`src/rtl/alu_pkg.sv`:
```
// Shared ALU definitions: operation encodings, NZCV flag bit positions and
// the carry-in selection used by the add/subtract datapath.
package alu_pkg;

  localparam logic [1:0] ALU_ADD = 2'b00;
  localparam logic [1:0] ALU_ADC = 2'b01;
  localparam logic [1:0] ALU_SUB = 2'b10;
  localparam logic [1:0] ALU_SBC = 2'b11;

  localparam int FLAG_N = 3;
  localparam int FLAG_Z = 2;
  localparam int FLAG_C = 1;
  localparam int FLAG_V = 0;

  // SUB is a + ~b + 1; ADC/SBC take the incoming carry flag.
  function automatic logic carry_in(input logic [1:0] op, input logic cin);
    case (op)
      ALU_ADD: return 1'b0;
      ALU_SUB: return 1'b1;
      ALU_ADC, ALU_SBC: return cin;
      default: return 1'b0;
    endcase
  endfunction

endpackage

```
`src/rtl/carry_lookahead_adder.sv`:
```
// Single-level carry-lookahead adder: every carry is a sum-of-products of the
// generate/propagate terms below it and the carry-in.
module carry_lookahead_adder #(
  parameter int WIDTH = 8
) (
  input  logic [WIDTH-1:0] A,
  input  logic [WIDTH-1:0] B,
  input  logic             Cin,
  output logic [WIDTH-1:0] S,
  output logic             Cout
);

  logic [WIDTH-1:0] g;
  logic [WIDTH-1:0] p;
  logic [WIDTH:0]   c;
  logic             acc;
  logic             pp;

  assign g = A & B;
  assign p = A ^ B;

  always_comb begin
    acc = 1'b0;
    pp  = 1'b0;
    c   = '0;
    c[0] = Cin;
    for (int i = 0; i < WIDTH; i++) begin
      acc = g[i];
      pp  = p[i];
      for (int j = i - 1; j >= 0; j--) begin
        acc = acc | (pp & g[j]);
        pp  = pp & p[j];
      end
      c[i+1] = acc | (pp & Cin);
    end
  end

  assign S    = p ^ c[WIDTH-1:0];
  assign Cout = c[WIDTH];

endmodule

```
`src/rtl/pipelined_cla_alu_adder.sv`:
```
// Pipelined ADD/ADC/SUB/SBC with NZCV flags: one CLA chunk per stage, carry and
// running zero registered between stages, whole pipeline stalls on backpressure.
module pipelined_cla_alu_adder
  import alu_pkg::*;
#(
  parameter int WIDTH  = 32,
  parameter int STAGES = 4
) (
  input  logic             clk,
  input  logic             reset,
  input  logic             in_valid,
  output logic             in_ready,
  input  logic [WIDTH-1:0] a,
  input  logic [WIDTH-1:0] b,
  input  logic             cin,
  input  logic [1:0]       op,
  output logic             out_valid,
  input  logic             out_ready,
  output logic [WIDTH-1:0] sum,
  output logic [3:0]       flags
);

  localparam int CW   = WIDTH / STAGES;
  localparam int LAST = STAGES - 1;

  if (WIDTH % STAGES != 0) begin : g_bad_split
    $error("pipelined_cla_alu_adder: WIDTH must be a multiple of STAGES");
  end

  logic             en;
  logic [WIDTH-1:0] b_in;
  logic             c_in;

  logic             vld_q [STAGES];
  logic [WIDTH-1:0] a_q   [STAGES];
  logic [WIDTH-1:0] b_q   [STAGES];
  logic [WIDTH-1:0] sum_q [STAGES];
  logic             c_q   [STAGES];
  logic             z_q   [STAGES];

  assign en       = !vld_q[LAST] || out_ready;
  assign in_ready = en;
  assign b_in     = op[1] ? ~b : b;
  assign c_in     = carry_in(op, cin);

  for (genvar k = 0; k < STAGES; k++) begin : g_stage
    logic             vld_src;
    logic [WIDTH-1:0] a_src;
    logic [WIDTH-1:0] b_src;
    logic [WIDTH-1:0] sum_src;
    logic             c_src;
    logic             z_src;
    logic [CW-1:0]    chunk;
    logic             co;
    logic [WIDTH-1:0] sum_nxt;

    logic             vld_p;
    logic [WIDTH-1:0] a_p;
    logic [WIDTH-1:0] b_p;
    logic [WIDTH-1:0] sum_p;
    logic             c_p;
    logic             z_p;

    if (k == 0) begin : g_first
      assign vld_src = in_valid;
      assign a_src   = a;
      assign b_src   = b_in;
      assign sum_src = '0;
      assign c_src   = c_in;
      assign z_src   = 1'b1;
    end else begin : g_next
      assign vld_src = vld_q[k-1];
      assign a_src   = a_q[k-1];
      assign b_src   = b_q[k-1];
      assign sum_src = sum_q[k-1];
      assign c_src   = c_q[k-1];
      assign z_src   = z_q[k-1];
    end

    carry_lookahead_adder #(.WIDTH(CW)) u_cla (
      .A   (a_src[k*CW +: CW]),
      .B   (b_src[k*CW +: CW]),
      .Cin (c_src),
      .S   (chunk),
      .Cout(co)
    );

    always_comb begin
      sum_nxt = sum_src;
      sum_nxt[k*CW +: CW] = chunk;
    end

    // Stage k register boundary: operands ride along skewed, finished chunks accumulate.
    always_ff @(posedge clk or posedge reset) begin
      if (reset) begin
        vld_p <= 1'b0;
        a_p   <= '0;
        b_p   <= '0;
        sum_p <= '0;
        c_p   <= 1'b0;
        z_p   <= 1'b0;
      end else if (en) begin
        vld_p <= vld_src;
        a_p   <= a_src;
        b_p   <= b_src;
        sum_p <= sum_nxt;
        c_p   <= co;
        z_p   <= z_src && (chunk == '0);
      end
    end

    assign vld_q[k] = vld_p;
    assign a_q[k]   = a_p;
    assign b_q[k]   = b_p;
    assign sum_q[k] = sum_p;
    assign c_q[k]   = c_p;
    assign z_q[k]   = z_p;
  end

  assign out_valid = vld_q[LAST];

  always_comb begin
    sum   = '0;
    flags = '0;
    if (vld_q[LAST]) begin
      sum           = sum_q[LAST];
      flags[FLAG_N] = sum_q[LAST][WIDTH-1];
      flags[FLAG_Z] = z_q[LAST];
      flags[FLAG_C] = c_q[LAST];
      flags[FLAG_V] = (a_q[LAST][WIDTH-1] == b_q[LAST][WIDTH-1]) &&
                      (sum_q[LAST][WIDTH-1] != a_q[LAST][WIDTH-1]);
    end
  end

endmodule

```
`config.mk`:
```
export PLATFORM = sky130hd
export DESIGN_NAME = pipelined_cla_alu_adder
export DESIGN_NICKNAME = d
export VERILOG_FILES = /design/src/rtl/alu_pkg.sv /design/src/rtl/carry_lookahead_adder.sv /design/src/rtl/pipelined_cla_alu_adder.sv
export SDC_FILE = /design/constraint.sdc
export NUM_CORES = 1
export LEC_CHECK = 0
export CORE_ASPECT_RATIO = 1.2
export CORE_MARGIN = 3
export CORE_UTILIZATION = 55
export CTS_CLUSTER_DIAMETER = 80
export CTS_CLUSTER_SIZE = 30
export DETAILED_ROUTE_END_ITERATION = 16
export GPL_ROUTABILITY_DRIVEN = 0
export PLACE_DENSITY = 0.79
export SLEW_MARGIN = 40
export SYNTH_ARGS = -nofsm -noshare
export SYNTH_HDL_FRONTEND = slang
export SYNTH_SLANG_ARGS = --single-unit
export TNS_END_PERCENT = 20
```
`constraint.sdc`:
```
create_clock -name clk -period 18.5 [get_ports clk]
set_input_delay 3.7 -clock clk [delete_from_list [all_inputs] [get_ports clk]]
set_output_delay 3.7 -clock clk [all_outputs]
set_load 0.02 [all_outputs]
```
==> results by group, run 1 <==
Logic synthesis
  • EDFF count, synth: 0
  • Register area share after synthesis: 52.7%
  • Mapped cell area: 0.00902 mm^2
  • Compound-gate portion of the synthesized area: 8.71%
  • Synthesized flop and latch total: 190
  • Largest family of logic cells by synthesized area: simple AND/OR/NAND/NOR gates
  • Post-Synth XOR/XNOR Area: 4.95%
  • Simple-gate share of the synthesized area: 24.6%
  • Top post-synthesis cells by area: dfrtp_1 (53%), nand2_1 (19%), ha_1 (5.0%)
  • Synth async-reset ratio: 100%
  • Yosys top cell area share: 52.7%
  • Syn_area_per_cell: 8.94 um^2
  • Count of different cell masters after synthesis: 54
  • Dominant cell type by area after synthesis: dfrtp_1
  • Dominant synthesized flop cell: dfrtp_1
  • Syn Nets: 1,119
  • Yosys Warn Count: 0
  • Adder-cell area share of the yosys netlist: 5.88%
  • Post-synthesis mux area share: 0.486%
  • Instance count of the mapped netlist: 1,008

Timing
  • Setup Viol. Count Final: 0
  • Final Skew: 0.00961 ns
  • Fin crit period: 9.74 ns
  • Fin. max-slew vios: 0
  • Max_slew headroom: 49.1%
  • Max Freq: 103 MHz
  • Final TNS setup: 0 ns
  • Worst Max-Slew Pin Slew: 0.763 ns
  • Final Hold Viols: 0
  • RSZ-0062 raised after global routing: false
  • Period utilization: 52.6%

Placed design
  • PortBufs: 108
  • Half-perimeter wire length after placement: 11.5 mm
  • Placed inst area: 0.0102 mm^2
  • Placed Cells: 1,279

Route
  • DRC viols: 0
  • Routed Wire Length: 17.6 mm
  • Vias post-DR: 6,759
  • Initial DRC Count: 499
  • Detail Route Antenna Nets: 0
  • Vias per inst: 5.15
  • Wire length per cell: 13.4 um
  • First-pass DRT Iterations: 5

Worst setup path
  • Critical R2R Capture: g_stage[2].z_p
  • Most used cell, CP: clkdlybuf4s50_1
  • Worst Setup End Kind: output port
  • Worst Reg-to-Reg Cells: 9
  • Critical Path RT: 14.80 ns
  • Critical path arrival: 6.04 ns
  • CP cell instances: clkdlybuf4s50_1, nor2b_4, buf_12, buf_16, inv_4, clkdlybuf4s50_1
  • CP Max Fanout: 158
  • Slowest-stage cell, CP: clkdlybuf4s50_1
  • CP Capture Point: in_ready
  • Crit path from: out_ready
  • Setup crit start kind: primary input
  • WS Path Type: in -> out
  • Stages on worst setup path: 6
  • Top delay family on crit path: buffers and inverters
  • CP Buf/Inv Count: 5
  • Critical R2R Launch: out_valid
  • R2R Setup Slk: 15.15 ns
  • Worst path max stage delay: 0.65 ns

Clock tree
  • Num CTS Buffers: 17
  • CTS clk-pin slew, worst paths: 0.07 ns
  • Clk root buf: clkbuf_16
  • Skew-Pair Late Insertion Delay: 0.43 ns
  • Sink Count: 190
  • Resized cells post-CTS: 0
  • Clk buf depth: 2
  • CTS tree: done
  • # hold bufs at CTS: 0
  • CTS HTree Levels: 4
  • Postcts setup bufs: 0

Floorplanning
  • Starting density of the core: 57.0%
  • Rows: 50
  • Die H: 146 um
  • Die footprint: 0.0180 mm^2
  • Die X: 123 um
  • Top Ports: 109
  • Core area: 0.0158 mm^2

Global routing
  • Pin count of the biggest net entering global routing: 212
  • First-pass GRT wire length: 30.1 mm
  • Initial antenna violation count: 0
  • Total track usage: 20.6%
  • Overflow after GRT: 0
  • Vias in the first global route: 6,419

Finish
  • Most frequent cells in the layout: nand2_1 (445), dfrtp_1 (189), clkdlybuf4s50_1 (107), o21ai_0 (45)
  • Number of diodes: 0
  • Layout cells sized above 1: 4.62%
  • Filler cells: 1,264
  • Multi-input logic area: 0.00403 mm^2
  • Leading cell type in the layout, fill and taps excluded: nand2_1
  • Design area: 0.0109 mm^2
  • Final non-filler cell total: 1,312
  • Synth-to-layout area growth: 20.6%
  • Post-layout nets: 1,202
  • Sequential cell area: 0.00476 mm^2
  • Final core occ: 68.7%

Worst hold path
  • Worst Hold Depth: 2
  • HP Class: reg -> reg

Pwr
  • Pwr per Cell Area: 174 mW/mm^2
  • VDD IR max: 0.0825 mV
  • Total Power: 0.00189 W
  • Static leakage: 5.26 nW

Run
  • Max-cap viol count: 0

Status
  • Status: complete, no violations
==> how the worst min path moves through the flow <==
stage | startpoint | endpoint | slack (ns)
2_1_floorplan | g_stage[2].vld_p | g_stage[2].vld_p | 0.43
3_3_place_gp | g_stage[3].sum_p[4] | g_stage[3].sum_p[4] | 0.44
3_5_place_dp | g_stage[3].sum_p[9] | g_stage[3].sum_p[9] | 0.45
4_1_cts | g_stage[3].sum_p[10] | g_stage[3].sum_p[10] | 0.46
5_1_grt | g_stage[3].sum_p[3] | g_stage[3].sum_p[3] | 0.48
6_report | g_stage[3].sum_p[9] | g_stage[3].sum_p[9] | 0.46
==> synth_stat cells, drive strengths merged, types with 2 or more instances <==
cell type  instances
a2bb2oi            2
xor2              15
nand3              5
a31oi              3
a21oi             20
nor4b              2
nor3               5
o31ai              6
fa                 4
a21o               6
inv                8
a211oi             8
nand4              3
ha                36
dfrtp            190
nor2              36
buf               17
a22o               3
a211o              2
nor2b              2
clkbuf            31
and3               2
o22ai              2
or3                4
o21a              12
o41ai              3
and2              36
nand2            445
nand2b             2
xnor2             36
o21ai             46
mux2               3
==> flip-flops by register name (all words and copies together), names as in the netlist <==
name,flops
g_stage.c_p,4
out_valid,1
g_stage.a_p,49
g_stage.sum_p,80
g_stage.vld_p,3
g_stage.b_p,49
g_stage.z_p,4
==> cell type report <==
class,instances,area share [%]
Timing Repair Buffer,112,10.6
Clock buffer,20,4.20
Multi-Input combinational cell,762,37.1
Tap cell,208,2.39
Inverter,8,0.368
Clock inverter,12,1.68
Sequential cell,190,43.7
==> power breakdown <==
| part | total (W) | internal [W] | switching [W] | leakage (nW) |
|---|---|---|---|---|
| Clock | 0.000389 | 0.000234 | 0.000155 | 0.303 |
| Combinational | 0.000784 | 0.000344 | 0.000441 | 2.66 |
| Sequential | 0.000714 | 0.000599 | 0.000115 | 2.29 |
==> metrics by stage <==
step | hold slack (ns) | setup slack (ns)
floorplan | 0.430 | 9.63
global placement | 0.441 | 8.78
detailed placement | 0.448 | 8.77
CTS | 0.463 | 8.76
global route | 0.484 | 8.58
finish | 0.457 | 8.76
==> cells by family after synthesis <==
| logic type | count (synthesis) |
|---|---|
| AND/OR/NAND/NOR | 546 |
| adder cells (fa/ha/maj) | 40 |
| buffers and inverters | 56 |
| multiplexers | 4 |
| flip-flops | 190 |
| AO/OA/AOI/OAI | 121 |
| XOR/XNOR | 51 |
==> worst register-to-register path: stages, from the launching register on <==
cell,delay [ns]
dfrtp_2,0.58
nor2b_4,0.23
buf_12,0.18
buf_16,0.29
inv_4,0.51
buf_6,0.68
nand2_1,0.18
nor4b_1,0.32
nand4_1,0.13
o21ai_0,0.17
==> layer usage <==
layer	vias up	track usage (%)	share of wire [%]
met5	-	0	0
met4	0	6.05	1.4
met3	24	4.69	3.6
met2	133	32.6	48
met1	3180	28.6	47
li1	3422	-	-
Note: power is estimated with default switching activity, not from simulation.
==> run 2: changes to the inputs <==
--- a/config.mk
+++ b/config.mk
@@ -7,12 +7,12 @@
 export LEC_CHECK = 0
 export CORE_ASPECT_RATIO = 1.2
 export CORE_MARGIN = 3
-export CORE_UTILIZATION = 55
+export CORE_UTILIZATION = 51
 export CTS_CLUSTER_DIAMETER = 80
 export CTS_CLUSTER_SIZE = 30
 export DETAILED_ROUTE_END_ITERATION = 16
 export GPL_ROUTABILITY_DRIVEN = 0
-export PLACE_DENSITY = 0.79
+export PLACE_DENSITY = 0.77
 export SLEW_MARGIN = 40
 export SYNTH_ARGS = -nofsm -noshare
 export SYNTH_HDL_FRONTEND = slang
==> constraint.sdc (replaced) <==
create_clock -name clk -period 8.4 [get_ports clk]
set_input_delay 1.68 -clock clk [delete_from_list [all_inputs] [get_ports clk]]
set_output_delay 1.68 -clock clk [all_outputs]
set_load 0.02 [all_outputs]
==> results by group, run 2 (same netlist as run 1, synthesis figures left out) <==
Global routing
  • Initial antenna violation count: 0 (unchanged)
  • First-pass GRT wire length: 29.0 mm (was 30.1 mm)
  • Vias in the first global route: 6,215 (was 6,419)
  • Pin count of the biggest net entering global routing: 109 (was 212)
  • Total track usage: 18.3% (was 20.6%)
  • Overflow after GRT: 0 (unchanged)

Timing
  • Setup Viol. Count Final: 0 (unchanged)
  • Fin crit period: 5.35 ns
  • Final Hold Viols: 0 (unchanged)
  • Period utilization: 63.7%
  • Max Freq: 187 MHz
  • Final setup margin: 3.05 ns (was 8.76 ns)
  • Worst Max-Slew Pin Slew: 0.744 ns (was 0.763 ns)
  • Max_slew headroom: 50.4% (was 49.1%)
  • Fin. max-slew vios: 0 (unchanged)
  • Final TNS setup: 0 ns (unchanged)
  • Final Skew: 0.0129 ns (was 0.00961 ns)
  • RSZ-0062 raised after global routing: false (unchanged)

Finish
  • Synth-to-layout area growth: 20.3% (was 20.6%)
  • Most frequent cells in the layout: nand2_1 (445), dfrtp_1 (189), clkdlybuf4s50_1 (107), o21ai_0 (45) (unchanged)
  • Final core occ: 63.4% (was 68.7%)
  • Leading cell type in the layout, fill and taps excluded: nand2_1 (unchanged)
  • Largest Register: g_stage.sum_p (unchanged)
  • Post-layout nets: 1,203 (was 1,202)
  • Layout cells sized above 1: 4.80% (was 4.62%)
  • Filler cells: 1,472 (was 1,264)
  • Number of diodes: 0 (unchanged)
  • Design area: 0.0108 mm^2 (was 0.0109 mm^2)
  • Max reg flops: 80 (unchanged)
  • Regs by FF count: g_stage.sum_p x80, g_stage.a_p x49, g_stage.b_p x49 (unchanged)

Worst hold path
  • Start point of the worst hold path: g_stage[3].sum_p[8] (was g_stage[3].sum_p[9])
  • HP Class: reg -> reg (unchanged)
  • WHS Endpoint: g_stage[3].sum_p[8] (was g_stage[3].sum_p[9])
  • Worst Hold Depth: 2 (unchanged)

Clock tree
  • # hold bufs at CTS: 0 (unchanged)
  • Num CTS Buffers: 17 (unchanged)
  • CTS clk-pin slew, worst paths: 0.07 ns (about the same)
  • CTS HTree Levels: 4 (unchanged)
  • Resized cells post-CTS: 0 (unchanged)
  • Skew-Pair Late Insertion Delay: 0.43 ns (about the same)
  • Postcts setup bufs: 0 (unchanged)
  • Sink Count: 190 (unchanged)
  • CTS tree: done (unchanged)
  • Clk root buf: clkbuf_16 (unchanged)
  • Clk buf depth: 2 (unchanged)

Route
  • Detail Route Antenna Nets: 0 (unchanged)
  • Routed Wire Length: 16.8 mm (was 17.6 mm)
  • First-pass DRT Iterations: 5 (unchanged)
  • Wire length per cell: 12.7 um (was 13.4 um)
  • Initial DRC Count: 456 (was 499)
  • Vias per inst: 5.01 (was 5.15)
  • DRC viols: 0 (unchanged)
  • Vias post-DR: 6,618 (was 6,759)

Worst setup path
  • Worst Reg-to-Reg Cells: 4 (was 9)
  • Setup crit start kind: primary input (unchanged)
  • R2R Setup Slk: 5.33 ns (was 15.15 ns)
  • Critical R2R Capture: g_stage[0].b_p[14] (was g_stage[2].z_p)
  • Critical R2R Launch: out_valid (unchanged)
  • Worst Setup End Kind: output port (unchanged)
  • WS Path Type: in -> out (unchanged)
  • CP Max Fanout: 95 (was 158)
  • Critical Path RT: 6.72 ns (was 14.80 ns)
  • Critical path arrival: 3.67 ns (was 6.04 ns)

Pwr
  • Pwr per Cell Area: 377 mW/mm^2 (was 174 mW/mm^2)
  • Total Power: 0.00408 W (was 0.00189 W)
  • Static leakage: 5.25 nW (was 5.26 nW)
  • VDD IR max: 0.176 mV (was 0.0825 mV)

Placed design
  • Half-perimeter wire length after placement: 11.6 mm (was 11.5 mm)
  • Pre-CTS setup slack: 2.93 ns (was 8.77 ns)
  • Placed inst area: 0.0102 mm^2 (about the same)
  • PortBufs: 108 (unchanged)

Floorplanning
  • Die X: 127 um (was 123 um)
  • Top Ports: 109 (unchanged)
  • Starting density of the core: 52.7% (was 57.0%)
  • Core area: 0.0171 mm^2 (was 0.0158 mm^2)
  • Die footprint: 0.0193 mm^2 (was 0.0180 mm^2)
  • Die H: 152 um (was 146 um)
  • Rows: 52 (was 50)

Status
  • Status: complete, no violations (unchanged)

Run
  • Max-cap viol count: 0 (unchanged)
run 2: cell count changes in the layout (fill, tap and decap cells not counted), moves of 2 or more:
cell        before  now
inv_8            1    7
bufinv_16        4    1
clkinv_4         2    4
clkbuf_8         2    0
clkinvlp_4       3    1
run 2: layout make-up:
cell class / instances / area (um^2) / area share [%]
clock buffer: 17 / 425 / 3.92
clock inverter: 15 / 174 / 1.60
inverter: 8 / 42.5 / 0.392
multi-input combinational: 762 / 4030 / 37.2
sequential: 190 / 4760 / 43.9
tap: 216 / 270 / 2.49
timing repair buffer: 113 / 1140 / 10.5
run 2: worst max-delay path: stages:
cell,delay [ns]
clkdlybuf4s50_1,0.44
nor2b_4,0.51
inv_6,0.37
clkdlybuf4s50_1,0.64
run 2: metal layers:
metal / track usage, % / vias to the layer above / routed length (um)
met5: 0 / - / 0
met4: 5.74 / 0 / 183
met3: 2.95 / 12 / 631
met2: 29.7 / 140 / 8060
met1: 25.5 / 3031 / 7960
li1: - / 3435 / -
run 2: worst max path at each step:
| stage | from | endpoint | slack [ns] | cells past startpoint |
|---|---|---|---|---|
| 2_1_floorplan | reset | g_stage[0].a_p[10] | 1.55 | 1 |
| 3_3_place_gp | out_ready | in_ready | 2.96 | 4 |
| 3_5_place_dp | out_ready | in_ready | 2.93 | 4 |
| 4_1_cts | out_ready | in_ready | 2.93 | 4 |
| 5_1_grt | out_ready | in_ready | 2.93 | 4 |
| 6_report | out_ready | in_ready | 3.05 | 4 |
run 2: per-stage QoR:
stage	hold slack, ns	instances
detailed placement	0.449	1289
global route	0.478	1321
CTS	0.465	1321
finish	0.462	1321
global placement	0.442	1288
floorplan	0.430	1008
run 2: power by group:
part | total [W] | switching [W] | internal, W
Clock | 0.000806 | 0.000379 | 0.000427
Sequential | 0.00157 | 0.000251 | 0.00132
Combinational | 0.00171 | 0.000961 | 0.000748
==> run 3: changes to the inputs <==
==> constraint.sdc (replaced) <==
create_clock -name clk -period 4.7 [get_ports clk]
set_input_delay 0.94 -clock clk [delete_from_list [all_inputs] [get_ports clk]]
set_output_delay 0.94 -clock clk [all_outputs]
set_load 0.02 [all_outputs]
==> results by group, run 3 (same netlist as run 1, synthesis figures left out) <==
Floorplanning
  • Die footprint: 0.0193 mm^2 (unchanged)
  • Die X: 127 um (unchanged)
  • Starting density of the core: 52.7% (unchanged)
  • Die H: 152 um (unchanged)
  • Top Ports: 109 (unchanged)
  • Rows: 52 (unchanged)
  • Core area: 0.0171 mm^2 (unchanged)

Run
  • Max-cap viol count: 0 (unchanged)

Clock tree
  • CTS tree: done (unchanged)
  • Num CTS Buffers: 17 (unchanged)
  • Resized cells post-CTS: 0 (unchanged)
  • Postcts setup bufs: 0 (unchanged)
  • Clk buf depth: 2 (unchanged)
  • CTS HTree Levels: 4 (unchanged)
  • # hold bufs at CTS: 0 (unchanged)
  • Sink Count: 190 (unchanged)
  • Skew-Pair Late Insertion Delay: 0.43 ns (about the same)
  • CTS clk-pin slew, worst paths: 0.07 ns (about the same)
  • Clk root buf: clkbuf_16 (unchanged)

Timing
  • Final setup margin: 1.10 ns (was 3.05 ns)
  • Fin crit period: 3.60 ns
  • WHS: 0.459 ns (was 0.462 ns)
  • Final Skew: 0.00887 ns (was 0.0129 ns)
  • RSZ-0062 raised after global routing: false (unchanged)
  • Worst Max-Slew Pin Slew: 0.774 ns (was 0.744 ns)
  • Final TNS setup: 0 ns (unchanged)
  • Max_slew headroom: 48.4% (was 50.4%)
  • Fin. max-slew vios: 0 (unchanged)
  • Final Hold Viols: 0 (unchanged)
  • Period utilization: 76.6%
  • Max Freq: 278 MHz
  • Setup Viol. Count Final: 0 (unchanged)

Placed design
  • Half-perimeter wire length after placement: 11.6 mm (about the same)
  • Placed inst area: 0.0103 mm^2 (was 0.0102 mm^2)
  • Pre-CTS setup slack: 1.09 ns (was 2.93 ns)
  • PortBufs: 108 (unchanged)

Finish
  • Layout cells sized above 1: 4.96% (was 4.80%)
  • Regs by FF count: g_stage.sum_p x80, g_stage.a_p x49, g_stage.b_p x49 (unchanged)
  • Final core occ: 63.4% (about the same)
  • Number of diodes: 0 (unchanged)
  • Leading cell type in the layout, fill and taps excluded: nand2_1 (unchanged)
  • Design area: 0.0109 mm^2 (was 0.0108 mm^2)
  • Synth-to-layout area growth: 20.4% (was 20.3%)
  • Max reg flops: 80 (unchanged)
  • Largest Register: g_stage.sum_p (unchanged)
  • Most frequent cells in the layout: nand2_1 (445), dfrtp_1 (190), clkdlybuf4s50_1 (107), o21ai_0 (45) (was nand2_1 (445), dfrtp_1 (189), clkdlybuf4s50_1 (107), o21ai_0 (45))
  • Post-layout nets: 1,206 (was 1,203)

Global routing
  • Initial antenna violation count: 0 (unchanged)
  • Pin count of the biggest net entering global routing: 116 (was 109)
  • Vias in the first global route: 6,364 (was 6,215)
  • Overflow after GRT: 0 (unchanged)
  • First-pass GRT wire length: 29.6 mm (was 29.0 mm)
  • Total track usage: 18.7% (was 18.3%)

Pwr
  • Switching part of the total: 38.9% (was 39.0%)
  • Internal power: 0.00446 W (was 0.00249 W)
  • Part of the power in registers: 37.9% (was 38.4%)
  • VDD IR max: 0.332 mV (was 0.176 mV)
  • Combinational share of power: 42.4% (was 41.9%)
  • Static leakage: 5.25 nW (about the same)
  • Pwr per Cell Area: 673 mW/mm^2 (was 377 mW/mm^2)
  • P_sw: 0.00284 W (was 0.00159 W)
  • Clock share of power: 19.7% (about the same)

Worst setup path
  • Setup crit start kind: primary input (unchanged)
  • CP Max Fanout: 25 (was 95)
  • Worst Setup End Kind: output port (unchanged)
  • Critical Path RT: 3.76 ns (was 6.72 ns)
  • Critical path arrival: 2.66 ns (was 3.67 ns)
  • WS Path Type: in -> out (unchanged)

Route
  • DRC viols: 0 (unchanged)
  • Detail Route Antenna Nets: 0 (unchanged)
  • First-pass DRT Iterations: 5 (unchanged)
  • Wire length per cell: 12.9 um (was 12.7 um)
  • Vias post-DR: 6,659 (was 6,618)
  • Vias per inst: 5.03 (was 5.01)
  • Initial DRC Count: 401 (was 456)
  • Routed Wire Length: 17.1 mm (was 16.8 mm)

Status
  • Status: complete, no violations (unchanged)

Worst hold path
  • HP Class: reg -> reg (unchanged)
-- run 3: changes by cell type in the layout (fill, tap and decap cells not counted), sizes merged --
| cell | before | now |
|---|---|---|
| inv | 16 | 14 |
| buf | 6 | 9 |
| clkinv | 5 | 4 |
| clkinvlp | 1 | 4 |
-- run 3: path summary, 6_finish.rpt --
path                                      startpoint              endpoint  slack, ns  depth (start not counted)
worst max-delay path                       out_ready              in_ready       1.10                          4
worst min-delay path            g_stage[3].sum_p[20]  g_stage[3].sum_p[20]       0.46                          2
worst max register to register             out_valid        g_stage[3].z_p       1.97                          7
worst min register to register  g_stage[3].sum_p[20]  g_stage[3].sum_p[20]       0.46                          2
max in group asynchronous                      reset    g_stage[1].b_p[23]       3.12                          3
min in group asynchronous                      reset   g_stage[3].sum_p[4]       1.05                          3
-- run 3: critical path, cell delays in order --
cell             delay [ns]
clkdlybuf4s50_1        0.45
nor2b_4                0.45
inv_4                  0.22
clkdlybuf4s50_1        0.59
-- run 3: cell type report --
| type | count | area (um^2) |
|---|---|---|
| Tap cell | 216 | 270 |
| Clock buffer | 17 | 425 |
| Clock inverter | 15 | 176 |
| Timing Repair Buffer | 116 | 1160 |
| Inverter | 8 | 36.3 |
| Sequential cell | 190 | 4750 |
| Multi-Input combinational cell | 762 | 4030 |
| Fill cell | 1469 | 6260 |
-- run 3: power groups by stage --
stage          logic, W  clock network [W]  registers, W
2_1_floorplan   0.00230                  0       0.00268
3_3_place_gp    0.00300                  0       0.00277
3_5_place_dp    0.00309                  0       0.00280
4_1_cts         0.00313            0.00147       0.00277
5_1_grt         0.00354            0.00153       0.00287
6_report        0.00310            0.00144       0.00277
-- run 3: through the flow --
step	total power, W	std cells
3_3_place_gp	0.00577	1292
4_1_cts	0.00738	1324
5_1_grt	0.00794	1324
2_1_floorplan	0.00498	1008
6_report	0.00731	1324
3_5_place_dp	0.00590	1292
-- run 3: per-layer routing --
metal / vias up / GRT usage [%] / share of wire (%)
li1: 3426 / - / -
met3: 23 / 3.75 / 4.2
met4: 0 / 5.63 / 1.4
met2: 148 / 29.5 / 47
met1: 3062 / 26.4 / 47
met5: - / 0 / 0
